## config.mk

```make
export PLATFORM = sky130hd
export DESIGN_NAME = tick_period_meter
export DESIGN_NICKNAME = d
export VERILOG_FILES = /design/src/rtl/tracker_timing_pkg.sv /design/src/rtl/period_counter.sv /design/src/rtl/tick_period_meter.sv
export SDC_FILE = /design/constraint.sdc
export NUM_CORES = 1
export LEC_CHECK = 0
export ABC_AREA = 1
export BUFFER_PORTS_ARGS = -buffer_cell sky130_fd_sc_hd__buf_2
export CORE_AREA = 8 8 75 77
export CTS_CLUSTER_SIZE = 8
export DETAILED_ROUTE_END_ITERATION = 8
export DIE_AREA = 0 0 83 85
export PLACE_DENSITY = 0.79
export SLEW_MARGIN = 5
export SYNTH_ARGS = -nofsm -noshare
export SYNTH_HDL_FRONTEND = slang
export SYNTH_SLANG_ARGS = --single-unit
```

## constraint.sdc

```tcl
create_clock -name clk -period 1.7 [get_ports clk]
set_input_delay 0.085 -clock clk [delete_from_list [all_inputs] [get_ports clk]]
set_output_delay 0.085 -clock clk [all_outputs]
set_load 0.005 [all_outputs]
```

## src/rtl/tracker_timing_pkg.sv

```systemverilog
// Shared timing-tracker definitions: meter FSM encoding and lock-match counter width.
package tracker_timing_pkg;

  localparam logic StateSync    = 1'b0;
  localparam logic StateMeasure = 1'b1;

  typedef enum logic {
    StSync    = StateSync,
    StMeasure = StateMeasure
  } meter_state_e;

  // Wide enough for LOCK_COUNT-1 with LOCK_COUNT up to 15.
  localparam int unsigned MatchCntW = 4;

endpackage

```

## src/rtl/period_counter.sv

```systemverilog
// Loadable N-bit qualified-cycle counter that saturates instead of wrapping.
module period_counter #(
  parameter int unsigned N = 16
) (
  input  logic         clk_i,
  input  logic         reset_i,
  input  logic         clk_en_i,
  input  logic         load_i,
  input  logic         inc_i,
  output logic [N-1:0] cnt_o,
  output logic         sat_o
);

  logic [N-1:0] cnt_q, cnt_d;

  assign sat_o = &cnt_q;
  assign cnt_o = cnt_q;

  always_comb begin
    cnt_d = cnt_q;
    if (clk_en_i) begin
      if (load_i) begin
        cnt_d = {{(N-1){1'b0}}, 1'b1};
      end else if (inc_i && !sat_o) begin
        cnt_d = cnt_q + 1'b1;
      end
    end
  end

  always_ff @(posedge clk_i) begin
    if (reset_i) begin
      cnt_q <= '0;
    end else begin
      cnt_q <= cnt_d;
    end
  end

endmodule

```

## src/rtl/tick_period_meter.sv

```systemverilog
// Measures qualified-cycle spacing between ticks; reports period, lock and sticky overflow.
module tick_period_meter
  import tracker_timing_pkg::*;
#(
  parameter int unsigned N          = 16,
  parameter int unsigned LOCK_COUNT = 2
) (
  input  logic         clk,
  input  logic         reset,
  input  logic         clk_en,
  input  logic         tick_in,
  input  logic         clear,
  output logic [N-1:0] period,
  output logic         period_valid,
  output logic         locked,
  output logic         overflow
);

  localparam logic [MatchCntW-1:0] LockMax = MatchCntW'(LOCK_COUNT - 1);

  meter_state_e         state_q, state_d;
  logic [N-1:0]         period_q, period_d;
  logic                 valid_q, valid_d;
  logic                 locked_q, locked_d;
  logic                 ovf_q, ovf_d;
  logic                 first_q, first_d;
  logic [MatchCntW-1:0] match_q, match_d;

  logic         cnt_load, cnt_inc, cnt_zero, cnt_sat;
  logic [N-1:0] cnt;

  // Counter is zeroed by reset, soft clear, and on the overflow return to SYNC.
  period_counter #(
    .N (N)
  ) u_period_counter (
    .clk_i    (clk),
    .reset_i  (reset | clear | cnt_zero),
    .clk_en_i (clk_en),
    .load_i   (cnt_load),
    .inc_i    (cnt_inc),
    .cnt_o    (cnt),
    .sat_o    (cnt_sat)
  );

  always_comb begin
    state_d  = state_q;
    period_d = period_q;
    valid_d  = 1'b0;
    locked_d = locked_q;
    ovf_d    = ovf_q;
    first_d  = first_q;
    match_d  = match_q;
    cnt_load = 1'b0;
    cnt_inc  = 1'b0;
    cnt_zero = 1'b0;
    if (clk_en) begin
      unique case (state_q)
        StSync: begin
          if (tick_in) begin
            cnt_load = 1'b1;
            state_d  = StMeasure;
          end
        end
        StMeasure: begin
          if (tick_in) begin
            period_d = cnt;
            valid_d  = 1'b1;
            cnt_load = 1'b1;
            first_d  = 1'b1;
            if (first_q && (cnt == period_q)) begin
              match_d = (match_q >= LockMax) ? LockMax : match_q + 1'b1;
              if (match_d == LockMax) locked_d = 1'b1;
            end else begin
              match_d  = '0;
              locked_d = 1'b0;
            end
          end else if (cnt_sat) begin
            ovf_d    = 1'b1;
            locked_d = 1'b0;
            match_d  = '0;
            first_d  = 1'b0;
            cnt_zero = 1'b1;
            state_d  = StSync;
          end else begin
            cnt_inc = 1'b1;
          end
        end
        default: state_d = StSync;
      endcase
    end
  end

  always_ff @(posedge clk) begin
    if (reset) begin
      state_q  <= StSync;
      period_q <= '0;
      valid_q  <= 1'b0;
      locked_q <= 1'b0;
      ovf_q    <= 1'b0;
      first_q  <= 1'b0;
      match_q  <= '0;
    end else if (clear) begin
      state_q  <= StSync;
      valid_q  <= 1'b0;
      locked_q <= 1'b0;
      ovf_q    <= 1'b0;
      first_q  <= 1'b0;
      match_q  <= '0;
    end else begin
      state_q  <= state_d;
      period_q <= period_d;
      valid_q  <= valid_d;
      locked_q <= locked_d;
      ovf_q    <= ovf_d;
      first_q  <= first_d;
      match_q  <= match_d;
    end
  end

  assign period       = period_q;
  assign period_valid = valid_q;
  assign locked       = locked_q;
  assign overflow     = ovf_q;

endmodule

```

After elaboration in Yosys (flattened, before gate mapping)
Cells that the tools add are included.
{"block": "word_totals", "regBits": 41, "input_bits": 5, "output_inout_bits": 19, "elab_cells": 56}
{"block": "classes", "n_addsub": 2, "n_lt_le_gt_ge": 1, "eq_ne": 3, "mux": 23, "bitwise": 6, "reduce_logical": 13}
{"operator": "16-bit two-way mux", "n": 2}
{"operator": "19-bit AND reduction", "n": 1}
{"operator": "16-bit by 1-bit adder with 16-bit output, second input constant", "n": 1}
{"operator": "16-bit == test", "n": 1}
{"operator": "1-bit two-way mux", "n": 16}
{"operator": "4-bit two-way mux", "n": 4}
{"operator": "16-bit AND reduction", "n": 1}
{"operator": "4-bit AND reduction", "n": 2}
{"operator": "4-bit by 1-bit adder with 4-bit output, second input constant", "n": 1}
{"operator": "4-bit by 1-bit == test with 1-bit output, second input constant", "n": 1}
{"operator": "4-bit by 1-bit >= comparator with 1-bit output, second input constant", "n": 1}
{"operator": "1-bit inverter", "n": 4}
{"operator": "2-bit nonzero test", "n": 2}
{"operator": "4-bit OR reduction", "n": 1}
{"operator": "3-bit by 2-bit != test with 1-bit output, second input constant", "n": 1}
{"operator": "3-bit AND reduction", "n": 1}
{"operator": "1-bit logical AND", "n": 2}
{"operator": "1-bit bitwise OR", "n": 2}
{"operator": "1-bit case mux with 2 select lines", "n": 1}
{"operator": "2-bit AND reduction", "n": 1}
{"operator": "2-bit OR reduction", "n": 1}
{"operator": "1-bit logical NOT", "n": 1}

Logic depth before layout (Yosys ltp)
Gate-level depths: netlist of run 1.
{"block": "logic_depth", "depth_word": 8, "mapped_depth": 11, "depth_no_buf": 11}

Hierarchy
From an unflattened synthesis of run 1, not the netlist that was laid out.
{"block": "unflattened", "hier_cells": 366, "area_unflattened_um2": 2399.8}
{"mod": "tick_period_meter", "n_inst": 1, "cells_per_inst": 188, "area_each_um2": 1298.7, "seq_area_each_um2": 500.5}
{"mod": "period_counter", "n_inst": 1, "cells_per_inst": 178, "area_each_um2": 1101.1, "seq_area_each_um2": 320.3}

Worst setup path after synthesis of run 1
Ideal clock, no wire load.
{"block": "synth_path", "path_kind": "register to register", "from": "reg u_period_counter.cnt_q[0] (netlist: u_period_counter.cnt_o[0])", "to": "reg u_period_counter.cnt_q[12] (netlist: u_period_counter.cnt_o[12])", "setup_time_ns": 0.116, "arrival_ns": 1.485, "t_required_ns": 1.584, "path_slack_ns": 0.099, "stages_incl_launch_ff": 11, "path_buffers": 0, "period_less_slack_ns": 1.601, "path_cell_list": "dfxtp_1 > ha_1 > nand2_1 > nor2_1 > nand2_2 > nor2_8 > nand2_4 > nand2_8 > nand2_4 > a21oi_1 > nor2_2"}
{"block": "synth_between", "elab_chain_cells": 8, "word_cells_on_any_way": 17, "cone_classes": "add/sub: 1; mux: 10; bitwise: 1; reduce/logical: 5"}
{"item": "start: declaration", "line": "period_counter.sv:14", "source": "logic [N-1:0] cnt_q, cnt_d;"}
{"item": "start signal: assignment", "line": "period_counter.sv:34", "source": "cnt_q <= cnt_d;"}
{"item": "16-bit AND reduction", "line": "period_counter.sv:16", "source": "assign sat_o = &cnt_q;"}
{"item": "1-bit two-way mux", "line": "tick_period_meter.sv:77", "source": "end else if (cnt_sat) begin"}
{"item": "1-bit two-way mux", "line": "tick_period_meter.sv:65", "source": "if (tick_in) begin"}
{"item": "1-bit two-way mux", "line": "tick_period_meter.sv:57", "source": "unique case (state_q)"}
{"item": "1-bit two-way mux", "line": "tick_period_meter.sv:56", "source": "if (clk_en) begin"}
{"item": "1-bit logical AND", "line": "period_counter.sv:24", "source": "end else if (inc_i && !sat_o) begin"}
{"item": "2-bit nonzero test (no line)"}
{"item": "2-bit AND reduction (no line)"}
Parallel ways exist; a longest one is shown, timed or not. The select of a mux whose other input is x is not followed.
A chain may end at the register's enable or synchronous reset.

Final worst setup path of run 1
{"block": "layout_path", "from": "reg u_period_counter.cnt_q[1] (netlist: u_period_counter.cnt_o[1])", "to": "reg u_period_counter.cnt_q[13] (netlist: u_period_counter.cnt_o[13])"}
The elaborated chain is that of the path after synthesis.

==> impl_metrics.ini, run 1 <==
[pwr]
peakVddDrop_mv = 0.418
power_density_mw_per_mm2 = 703
power_leakage_uw = 0.00111

[global_route]
grt-busiest-layer = met2
first_global_vias = 2134
grt_max_degree = 33
use_met2_pct = 25.9
grtUsageTotal_pct = 15.8
antenna_found_initial = 0
overflow = 0
grt_first_pass_wirelength_mm = 9.45
met3_usage_pct = 3.54
use_met1_pct = 18.7

[route]
ant_nets = 0
wl_per_cell_um = 12.4
vias = 2216
drc = 0
drtIter0Drc = 207
postRouteWirelength_mm = 5.45
vias_per_cell = 5.06
first_pass_iters = 4

[yosys]
netlist_area_mm2 = 0.00225
syn_area_per_cell_um2 = 6.53
yosys.area.top_type = dfxtp_1
yosys_warnings = 0
synth_cells = 345
syn-num-nets = 354
ys_top_cells_by_count = nand2_1, nor2_1, inv_1
ys_ff_latch = 41
yosys.cell_count.top_type = nand2_1
ys_seq_area_share_pct = 36.4
async_flop_share_pct = 0
synthDistinctLibCells = 30
netlist.area_leader.share_pct = 36.4
synth.area.top_cells = dfxtp_1, nand2_1, nor2_1
synth_edf_count = 0
ys.flop_type = dfxtp_1

[clock_network]
clkTransAtPathRegs_ps = 80
clockRootBuffer = clkbuf_8
clock_sinks = 41
tritoncts = built
holdBufCountCts = 0
cts.htree.levels = 2
cts_buffer_depth = 2
numCtsBuffers = 5
worstSkewPairLatency_ps = 300

[sta]
slew_headroom_pct = 69.6
fin_ws_ps = 13.3
fmax_ghz = 0.593
hold_viol_final = 0
tns_ps = 0
drv_slew = 0
min_period_ps = 1690
setup_viol = 0
period_share_pct = 99.2
worst_slew_pin_slew_ps = 453
fin_skew_ps = 5.08

[placed_design]
dp_slack_ps = -52.6
dpl-instance-area_mm2 = 0.00248
portBuffers = 23
placed_cells = 427
place_hpwl_mm = 4.03
gp_congestion = 0.906

[flow_run]
drv_cap = 0

[setup_path]
cp-start-kind = register
endpoint_kind = register
crit_type = reg2reg
cp.arrival_ps = 1880
r2r_end = u_period_counter.cnt_o[13]$_SDFFE_PP0P_
path_max_fanout = 10
r2r_start = u_period_counter.cnt_o[1]$_SDFFE_PP0P_
ff2ff_path_depth = 10
r2r_slack_ps = 10
cp.required_ps = 1890

[outcome]
status = completed

[floorplan]
rows = 25
initial_core_util_pct = 49.7
die_y_um = 85
dieArea_mm2 = 0.00706
ios = 24
core_mm2 = 0.00454
chipWidth_um = 83

[finish]
final_cells = 438
n_antenna_cell = 0
nNetsFinal = 392
post-route-cell-area_mm2 = 0.00268
drive_gt1_share_pct = 20.3
syn_to_final_growth_pct = 19.0

[hold_path]
hold_depth = 3
hold_class = in2reg
hold-path-endpoint = first_q$_SDFFE_PP0P_
min-delay-start = tick_in
## timing repair
item / 4_1_cts / 5_1_grt
pin swaps: 0 / 5
setup buffers: 0 / 3
gates resized for setup: 1 / 14
endpoints found under the setup margin: 4 / 9
## registers in the layout (all words and copies together) (netlist names)
register,flops
period,16
u_period_counter.cnt_o,16
first_q,1
overflow,1
match_q,4
locked,1
period_valid,1
state_q,1
## power by group
part	internal [uW]	switching [uW]	leakage [uW]
Clock	479	332	0.0000585
Combinational	36.1	68.4	0.000724
Sequential	966	5.13	0.000332
## kinds of logic (layout without fill, tap and decap cells)
kind of cell	Yosys count	after routing	share of synthesized area (%)
compound gates	39	39	10.8
xor+xnor	3	3	1.17
fa+ha+maj	4	4	2.22
buf+inv	56	95	9.83
flops	41	41	36.4
simple gates	202	202	39.6
## placed cells by master (no fill, tap or decap), types with 2 or more instances in the layout
cell type	count
clkinv_1	2
nand2_1	95
o21ai_2	2
o21ai_0	5
xnor2_1	2
a21oi_2	5
buf_2	23
a211oi_1	15
nor3_1	6
nor2_2	7
nor2_1	58
inv_2	4
nor2_4	2
dfxtp_2	3
nand4_1	6
nand2_2	4
a21oi_1	10
nand2_4	3
inv_1	44
nand3_1	18
ha_1	3
buf_4	14
clkbuf_8	6
dfxtp_1	38
## cell type report
| cell class | count | area, um2 |
|---|---|---|
| repair buffers | 37 | 220 |
| inverters | 50 | 188 |
| flip-flops and latches | 41 | 825 |
| clock buffers | 7 | 86.3 |
| clock inverters | 1 | 30.0 |
| fillers | 414 | 1850 |
| well taps | 54 | 67.6 |
| multi-input cells | 248 | 1260 |
## worst max-delay path, stage by stage, from the launching register on
cell and delay (ps):
dfxtp_2 360, ha_4 140, nand2_1 50, nor2_1 140, nand2_2 160, nor2_8 210, nand2_4 110, nand2_8 100
nand2_4 110, a21oi_2 150, nor2_2 50
## per-stage QoR
stage | hold WS (ps) | total power [uW] | utilization (%)
finish | 123 | 1890 | 59.1
global route | 135 | 1960 | 59.1
CTS | 123 | 1890 | 57.5
detailed placement | 434 | 1090 | 54.8
global placement | 432 | 1090 | 54.8
floorplan | 256 | 1050 | -
## layer usage
metal  share of wire [%]  wire length [um]  vias up
met5                   0                 0        -
met4                 2.4               129        0
met3                 5.2               285       11
met2                  48              2600       64
met1                  45              2430      978
li1                    -                 -     1163
## worst max path at each step
stage / slack, ps / cells past startpoint / to / startpoint
global route: -40 / 11 / u_period_counter.cnt_o[11]$_SDFFE_PP0P_ / u_period_counter.cnt_o[1]$_SDFFE_PP0P_
CTS: 70 / 10 / u_period_counter.cnt_o[13]$_SDFFE_PP0P_ / u_period_counter.cnt_o[0]$_SDFFE_PP0P_
detailed placement: -50 / 10 / u_period_counter.cnt_o[1]$_SDFFE_PP0P_ / u_period_counter.cnt_o[0]$_SDFFE_PP0P_
global placement: -30 / 10 / u_period_counter.cnt_o[1]$_SDFFE_PP0P_ / u_period_counter.cnt_o[0]$_SDFFE_PP0P_
floorplan: 100 / 10 / u_period_counter.cnt_o[12]$_SDFFE_PP0P_ / u_period_counter.cnt_o[0]$_SDFFE_PP0P_
finish: 10 / 10 / u_period_counter.cnt_o[13]$_SDFFE_PP0P_ / u_period_counter.cnt_o[1]$_SDFFE_PP0P_
(Power assumes the default switching activity.)
==> inputs of run 2 (changes only) <==
- HOLD_SLACK_MARGIN: not set -> 0.15
==> run 2 against run 1 <==
- final cell count increased by 0.68%
- cell area increased by 1.1%
- combinational power increased by 4%
- critical endpoint unchanged
- highest routed layer unchanged
==> impl_metrics.ini, run 2 (synthesis results as in run 1) <==
[placed_design]
dp_slack_ps = -52.6
portBuffers = 23
place_hpwl_mm = 4.03
gp_congestion = 0.906
dpl-instance-area_mm2 = 0.00248

[route]
first_pass_iters = 4
drc = 0
vias_per_cell = 5.05
drtIter0Drc = 195
ant_nets = 0
wl_per_cell_um = 12.5
postRouteWirelength_mm = 5.53
vias = 2226

[floorplan]
die_y_um = 85
chipWidth_um = 83
initial_core_util_pct = 49.7
core_mm2 = 0.00454
rows = 25
dieArea_mm2 = 0.00706
ios = 24

[clock_network]
cts_buffer_depth = 2
cts.htree.levels = 2
worstSkewPairLatency_ps = 290
tritoncts = built
numCtsBuffers = 5
clockRootBuffer = clkbuf_8
clkTransAtPathRegs_ps = 70
clock_sinks = 41

[setup_path]
path_max_fanout = 10
endpoint_kind = register
r2r_slack_ps = 30
cp-start-kind = register
crit_type = reg2reg
cp.required_ps = 1890
cp.arrival_ps = 1870

[sta]
slew_headroom_pct = 69.5
hold-worst-slack_ps = 161
hold_viol_final = 0
fin_skew_ps = 4.13
period_share_pct = 98.3
min_period_ps = 1670
setup_viol = 0
fin_ws_ps = 28.1
fmax_ghz = 0.598
drv_slew = 0
worst_slew_pin_slew_ps = 454

[finish]
fillerInstances = 410
final_util_pct = 59.8
final_cell_mix = nand2_1, nor2_1, inv_1
seq_area_um2 = 825
drive_gt1_share_pct = 20.2
nNetsFinal = 394
multi_input_area_mm2 = 0.00126
syn_to_final_growth_pct = 20.3
post-route-cell-area_mm2 = 0.00271
layout_commonest_cell = nand2_1

[pwr]
power_density_mw_per_mm2 = 698
peakVddDrop_mv = 0.422
power_leakage_uw = 0.00112

[flow_run]
drv_cap = 0

[global_route]
grt_max_degree = 33
antenna_found_initial = 1
overflow = 0
grtUsageTotal_pct = 16.0
grt_first_pass_wirelength_mm = 9.56
first_global_vias = 2139

[outcome]
status = completed

[hold_path]
hold_class = in2reg
-- run 2: cell count changes in the layout (fill, tap and decap cells not counted), sizes merged --
cell / delta
dlygate4sd3: +2
diode: +1
-- run 2: final cells by class --
type | instances | share of cell area (%)
clock inverter | 1 | 1.11
tap | 54 | 2.49
sequential | 41 | 30.4
clock buffer | 7 | 3.18
timing repair buffer | 39 | 9.14
antenna | 1 | 0.0923
inverter | 50 | 6.92
multi-input combinational | 248 | 46.7
-- run 2: routing by layer --
layer | GRT usage, % | wire, um | vias to the layer above
li1 | - | - | 1169
met1 | 18.9 | 2460 | 982
met2 | 26.2 | 2610 | 60
met3 | 3.54 | 288 | 15
met4 | 9.11 | 181 | 0
met5 | 0 | 0 | -
-- run 2: timing repair --
item	CTS	global route
buffers inserted	0	3
cloned	0	0
hold endpoints to repair	2	0
pin swaps	0	5
setup endpoints to repair	4	21
hold buffers	2	0
gates resized for setup	1	16
-- run 2: final timing paths --
check,startpoint,end,cells past startpoint
worst max-delay path,u_period_counter.cnt_o[1]$_SDFFE_PP0P_,u_period_counter.cnt_o[13]$_SDFFE_PP0P_,10
worst max register to register,u_period_counter.cnt_o[1]$_SDFFE_PP0P_,u_period_counter.cnt_o[13]$_SDFFE_PP0P_,10
worst min-delay path,clear,u_period_counter.cnt_o[7]$_SDFFE_PP0P_,4
worst min register to register,match_q[3]$_SDFFE_PP0P_,match_q[3]$_SDFFE_PP0P_,2
-- run 2: worst max-delay path, stage by stage, from the launching register on --
cell     delay (ps)
dfxtp_2         360
ha_4            140
nand2_1          50
nor2_1          140
nand2_2         150
nor2_8          200
nand2_4         110
nand2_8         100
nand2_4         110
a21oi_2         150
nor2_2           50
-- run 2: through the flow --
stage                     setup TNS, ps  cells  total power, uW
after floorplan                       0    345             1050
after global placement            -50.2    427             1090
after detailed placement           -110    427             1090
after CTS                             0    437             1890
after global routing               -129    441             1960
final                                 0    441             1890
-- run 2: report_power, final --
part / internal (uW) / leakage [uW] / switching (uW) / total [uW]
combinational: 39.4 / 0.000734 / 69.5 / 109
clock: 479 / 0.0000585 / 335 / 814
sequential: 966 / 0.000332 / 5.14 / 971
total: 1480 / 0.00112 / 410 / 1890
